## config.mk

```make
export PLATFORM = sky130hd
export DESIGN_NAME = stopwatch_core
export DESIGN_NICKNAME = d
export VERILOG_FILES = /design/src/rtl/stopwatch_core.sv
export SDC_FILE = /design/constraint.sdc
export NUM_CORES = 1
export LEC_CHECK = 0
export ABC_AREA = 0
export BUFFER_PORTS_ARGS = -buffer_cell sky130_fd_sc_hd__buf_4
export CAP_MARGIN = 20
export CORE_UTILIZATION = 59
export DETAILED_ROUTE_END_ITERATION = 6
export GPL_TIMING_DRIVEN = 0
export PLACE_DENSITY_LB_ADDON = 0.1
export SYNTH_ARGS = -nofsm -noshare
export SYNTH_HDL_FRONTEND = slang
export SYNTH_SLANG_ARGS = --single-unit
```

## constraint.sdc

```tcl
create_clock -name clk -period 4.31 [get_ports clk]
set_input_delay 0.862 -clock clk [delete_from_list [all_inputs] [get_ports clk]]
set_output_delay 0.862 -clock clk [all_outputs]
set_load 0.05 [all_outputs]
```

## src/rtl/stopwatch_core.sv

```systemverilog
// Prescaled 32-bit stopwatch: two-state IDLE/RUN controller with a saturating count.
// Optional lap capture register is enabled by defining STOPWATCH_LAP_EN.
module stopwatch_core (
    input  logic        clk,
    input  logic        reset,
    input  logic [31:0] prescaler_init,
    input  logic        start,
    input  logic        stop,
    input  logic        clear,
`ifdef STOPWATCH_LAP_EN
    input  logic        lap,
    output logic [31:0] lap_value,
`endif
    output logic [31:0] curr_count,
    output logic        running,
    output logic        overflow
);

    typedef enum logic {IDLE = 1'b0, RUN = 1'b1} state_t;

    state_t      state_reg, state_next;
    logic [31:0] count_reg, count_next;
    logic [31:0] period_reg, period_next;
    logic [31:0] presc_reg, presc_next;
    logic        ovf_reg, ovf_next;
    logic [31:0] init_eff;

    // A zero period would never reach the reload point, so it behaves as 1.
    assign init_eff = (prescaler_init == 32'd0) ? 32'd1 : prescaler_init;

`ifdef STOPWATCH_LAP_EN
    logic [31:0] lap_reg, lap_next;
`endif

    always_ff @(posedge clk or posedge reset) begin
        if (reset) begin
            state_reg  <= IDLE;
            count_reg  <= 32'd0;
            period_reg <= 32'd0;
            presc_reg  <= 32'd0;
            ovf_reg    <= 1'b0;
        end else begin
            state_reg  <= state_next;
            count_reg  <= count_next;
            period_reg <= period_next;
            presc_reg  <= presc_next;
            ovf_reg    <= ovf_next;
        end
    end

`ifdef STOPWATCH_LAP_EN
    always_ff @(posedge clk or posedge reset) begin
        if (reset) begin
            lap_reg <= 32'd0;
        end else begin
            lap_reg <= lap_next;
        end
    end
`endif

    always_comb begin
        state_next  = state_reg;
        count_next  = count_reg;
        period_next = period_reg;
        presc_next  = presc_reg;
        ovf_next    = ovf_reg;
`ifdef STOPWATCH_LAP_EN
        lap_next    = lap_reg;
`endif
        case (state_reg)
            IDLE: begin
                if (start && !stop) begin
                    state_next  = RUN;
                    count_next  = 32'd0;
                    ovf_next    = 1'b0;
                    period_next = init_eff;
                    presc_next  = init_eff;
`ifdef STOPWATCH_LAP_EN
                    lap_next    = 32'd0;
`endif
                end else if (clear && !start) begin
                    count_next = 32'd0;
                    ovf_next   = 1'b0;
                end
            end
            RUN: begin
`ifdef STOPWATCH_LAP_EN
                if (lap) begin
                    lap_next = count_reg;
                end
`endif
                // Stop takes priority over a due increment and drops the partial tick.
                if (stop) begin
                    state_next = IDLE;
                    presc_next = 32'd0;
                end else if (presc_reg == 32'd1) begin
                    presc_next = period_reg;
                    if (count_reg == 32'hFFFF_FFFF) begin
                        ovf_next = 1'b1;
                    end else begin
                        count_next = count_reg + 32'd1;
                    end
                end else begin
                    presc_next = presc_reg - 32'd1;
                end
            end
            default: begin
                state_next = IDLE;
            end
        endcase
    end

    assign curr_count = count_reg;
    assign running    = (state_reg == RUN);
    assign overflow   = ovf_reg;
`ifdef STOPWATCH_LAP_EN
    assign lap_value  = lap_reg;
`endif

endmodule

```

==> parameters.txt <==
Parameter                              Value

STA
  Worst-margin pin slew    1.02 ns
  Tightest slew margin relative to the limit    31.6%
  Worst clock skew    0.0118 ns
  Number of hold-slack violations in the final timing report    0
  Achievable Freq    348 MHz
  Final setup violating endpoints    0
  Fraction of the cycle the final worst path needs    66.7%
  Setup repair after global routing missed its margin    false
  Worst Slack Setup Final    1.44 ns
  Number of max-slew violations in the final report    0
  Period minus WS final    2.87 ns

Power
  Leakage power summed over all cells    2.69 nW
  Proportion of total power due to net switching    31.7%
  Switching component of the power    729 uW
  Power share of the sequential group    48.6%
  Total internal power    1.57 mW
  Power share of the clock group    29.2%
  Combinational cell fraction of total power    22.2%
  Worst supply voltage drop on vdd    223 uV
  Power density normalized to cell area    344 mW/mm^2

Setup path
  Required time reported for the critical path endpoint    4.54 ns
  Cell repeated most along the worst path    sky130_fd_sc_hd__clkbuf_1
  Startpoint of the worst-slack reg-to-reg timing path    presc_reg[6]$_DFFE_PP0P_
  Critical path startpoint category    flop
  Critical Path, Cell by Cell    or4_1 -> buf_2 -> nor4_4 -> nand4_1 -> clkbuf_1 -> clkbuf_1 -> o31ai_1 -> a21oi_1
  R2R Path End    curr_count[10]$_DFFE_PP0P_
  Kind of critical path    reg2reg
  Kind of capture point of the worst setup path    flop
  Slowest cell on the critical path    sky130_fd_sc_hd__or4_1
  Endpoint arrival time on the critical path    3.10 ns
  Delay of the slowest cell on the worst path    0.53 ns
  Start point of the critical path    presc_reg[6]$_DFFE_PP0P_
  Reg2reg setup slack    1.44 ns
  Critical path peak fanout    10
  Depth of the worst register-to-register path    8
  Capturing element of the worst setup path    curr_count[10]$_DFFE_PP0P_

Synthesis
  Count of unique library cells instantiated by Yosys    54
  Post-synth top area cell    sky130_fd_sc_hd__dfrtp_1
  Commonest cells in the synthesized netlist    98 x sky130_fd_sc_hd__dfrtp_1, 42 x sky130_fd_sc_hd__nand2_1, 42 x sky130_fd_sc_hd__nor2_1, 41 x sky130_fd_sc_hd__a21oi_1, 33 x sky130_fd_sc_hd__clkbuf_1
  Mean instance size in the synthesized netlist    9.28 sq um
  Portion of the post-synthesis area used by sequential elements    42.6%
  Number of synthesized register bits    98
  Main flop type after synthesis    sky130_fd_sc_hd__dfrtp_1
  Post-synthesis instance area    0.00575 sq mm
  Area share of the leading cell type in the synthesized netlist    42.6%
  Number of instances in the synthesized netlist    620
  Yosys warning count    0
  Leading cell type by number of instances after synthesis    sky130_fd_sc_hd__dfrtp_1
  Synthesized Nets    660
  Synth top area cells    sky130_fd_sc_hd__dfrtp_1 43%, sky130_fd_sc_hd__mux2_2 6.1%, sky130_fd_sc_hd__a21oi_1 3.6%, sky130_fd_sc_hd__mux2i_1 3.5%, sky130_fd_sc_hd__or4_1 3.0%
  Async set-or-reset flop fraction in the synthesized netlist    100%
  Number of enable flip-flop cells after synthesis    0

Drt
  Total met2 wirelength after detailed routing    7920 um
  M1 wire length    6680 um
  Average vias per placed instance    6.54
  Uppermost layer routed    met4
  DRC    0
  First-pass iteration count of the detailed router    5
  Count of nets left with antenna violations after detail routing    0
  Post-detailed-route wirelength per cell    19.3 um
  Iteration-0 DRC Markers    448
  Via count    5474
  Met3 wire length    1050 um
  Wirelength, routed    16200 um

CTS
  Clock-pin slew of the registers on the worst-case setup and hold paths    0.10 ns
  TritonCTS clock tree    yes
  Clock H-tree levels    3
  Post-CTS Setup Repair Bufs    0
  Clk_lat worst skew    0.36 ns
  Cell chosen for the clock root    sky130_fd_sc_hd__clkbuf_8
  Buffer levels on the longest clock path    2
  Cts bufs inserted    9
  Number of gates resized after CTS    0
  Number of buffers added to fix hold violations after cts    0
  Total clock sinks    98

Die
  Standard-cell row count    35
  Area of the die    0.0102 sq mm
  Vertical extent of the die    101 um
  Die span in x    101 um
  Area of the placeable core    0.00933 sq mm
  I/O Pins    71
  Initial cell density of the core    61.7%

Global routing
  Number of global-route vias before repair    5284
  Pin count of the biggest net entering global routing    55
  Total routing usage reported by global routing    33.4%
  Wire length of the first global-routing pass    26200 um
  Antenna violations before repair    0
  Sum of overflow across all layers after global routing    0

Cells and area
  Count of nets after finishing    743
  Fraction of layout cells with a size suffix above 1    19.5%
  Fin cells    837
  Area Overhead vs Synth    16.3%
  FILL cells    723
  Diode count    0

Place
  GP Congestion    0.933
  DP HPWL    11600 um
  Count of buffers from port buffering    69
  Placed cell count    819
  Pre-CTS worst setup slack    1.27 ns

Min path
  Worst min-delay path class    reg2reg

Run
  Max-cap violation count    0

Run status
  Outcome    completed
==> worst max-delay path: cells and delay by family (launching register included) <==
family / cells / cell delay [ns]
AOI/OAI and AO/OA: 2 / 0.40
DFF: 1 / 0.46
and+or+nand+nor: 3 / 1.15
buffers and inverters: 3 / 0.73
==> cell families (layout without fill, tap and decap cells) <==
group                    count (synthesis)  in the layout  share of synthesized area (%)
adder cells (fa/ha/maj)                  3              3                          0.652
flip-flops                              98             98                           42.6
XOR/XNOR                                17             17                           2.59
AND/OR/NAND/NOR                        233            233                           22.6
AO/OA/AOI/OAI                          161            161                           18.0
multiplexers                            51             51                           9.55
buffers and inverters                   57            145                           3.98
==> power by group through the flow <==
stage          clock network, mW  logic [mW]  registers, mW
5_1_grt                    0.708       0.561           1.13
6_report                   0.672       0.510           1.12
3_3_place_gp                   0       0.480           1.13
3_5_place_dp                   0       0.502           1.13
2_1_floorplan                  0       0.371           1.11
4_1_cts                    0.674       0.504           1.12
==> cell usage in the layout, fill, tap and decap left out, drive strengths merged, types with 6 or more instances in the layout <==
cell and n:
nand4 25, or3 11, o211ai 8, xor2 9
xnor2 8, nor3 14, inv 13, and4 8
a21oi 41, o32ai 6, dfrtp 98, a31oi 15
nand2b 7, or4 23, and3 6, o22ai 14
o21bai 6, o31ai 13, mux2i 20, nor2 43
mux2 31, nand3 20, buf 82, nand2 42
o21ai 31, clkbuf 45, nor4 23
==> stage by stage <==
| step | power [mW] | instance area [sq um] | hold slack, ns | utilization [%] | setup TNS [ns] |
|---|---|---|---|---|---|
| floorplan | 1.48 | 5750 | 0.467 | - | 0 |
| global placement | 1.61 | 6430 | 0.484 | 69.0 | -28.36 |
| detailed placement | 1.63 | 6460 | 0.490 | 69.3 | 0 |
| CTS | 2.29 | 6680 | 0.511 | 71.6 | 0 |
| global route | 2.40 | 6690 | 0.524 | 71.7 | 0 |
| finish | 2.30 | 6690 | 0.509 | 71.7 | 0 |
==> layout make-up <==
class | instances | area, sq um | share of cell area (%)
Timing Repair Buffer | 72 | 556 | 8.30
Multi-Input combinational cell | 465 | 3070 | 45.9
Tap cell | 129 | 161 | 2.41
Clock buffer | 10 | 128 | 1.91
Clock inverter | 6 | 90.1 | 1.35
Buffer | 45 | 184 | 2.75
Inverter | 12 | 47.5 | 0.711
Sequential cell | 98 | 2450 | 36.6
==> metal layers <==
layer / vias up / track usage, %
met5: - / 0
met4: 0 / 14.7
met3: 44 / 4.65
met2: 262 / 57.5
met1: 2634 / 42.0
li1: 2534 / -
==> how the worst min path moves through the flow <==
stage                                 end  cells past startpoint  slack (ns)                       start
3_5_place_dp   period_reg[25]$_DFFE_PP0P_                      1        0.49  period_reg[25]$_DFFE_PP0P_
5_1_grt        period_reg[25]$_DFFE_PP0P_                      1        0.52  period_reg[25]$_DFFE_PP0P_
2_1_floorplan   presc_reg[12]$_DFFE_PP0P_                      2        0.47  period_reg[12]$_DFFE_PP0P_
3_3_place_gp    period_reg[7]$_DFFE_PP0P_                      1        0.48   period_reg[7]$_DFFE_PP0P_
6_report        period_reg[9]$_DFFE_PP0P_                      1        0.51   period_reg[9]$_DFFE_PP0P_
4_1_cts        period_reg[25]$_DFFE_PP0P_                      1        0.51  period_reg[25]$_DFFE_PP0P_
No activity file was read; power rests on OpenSTA's default activity.
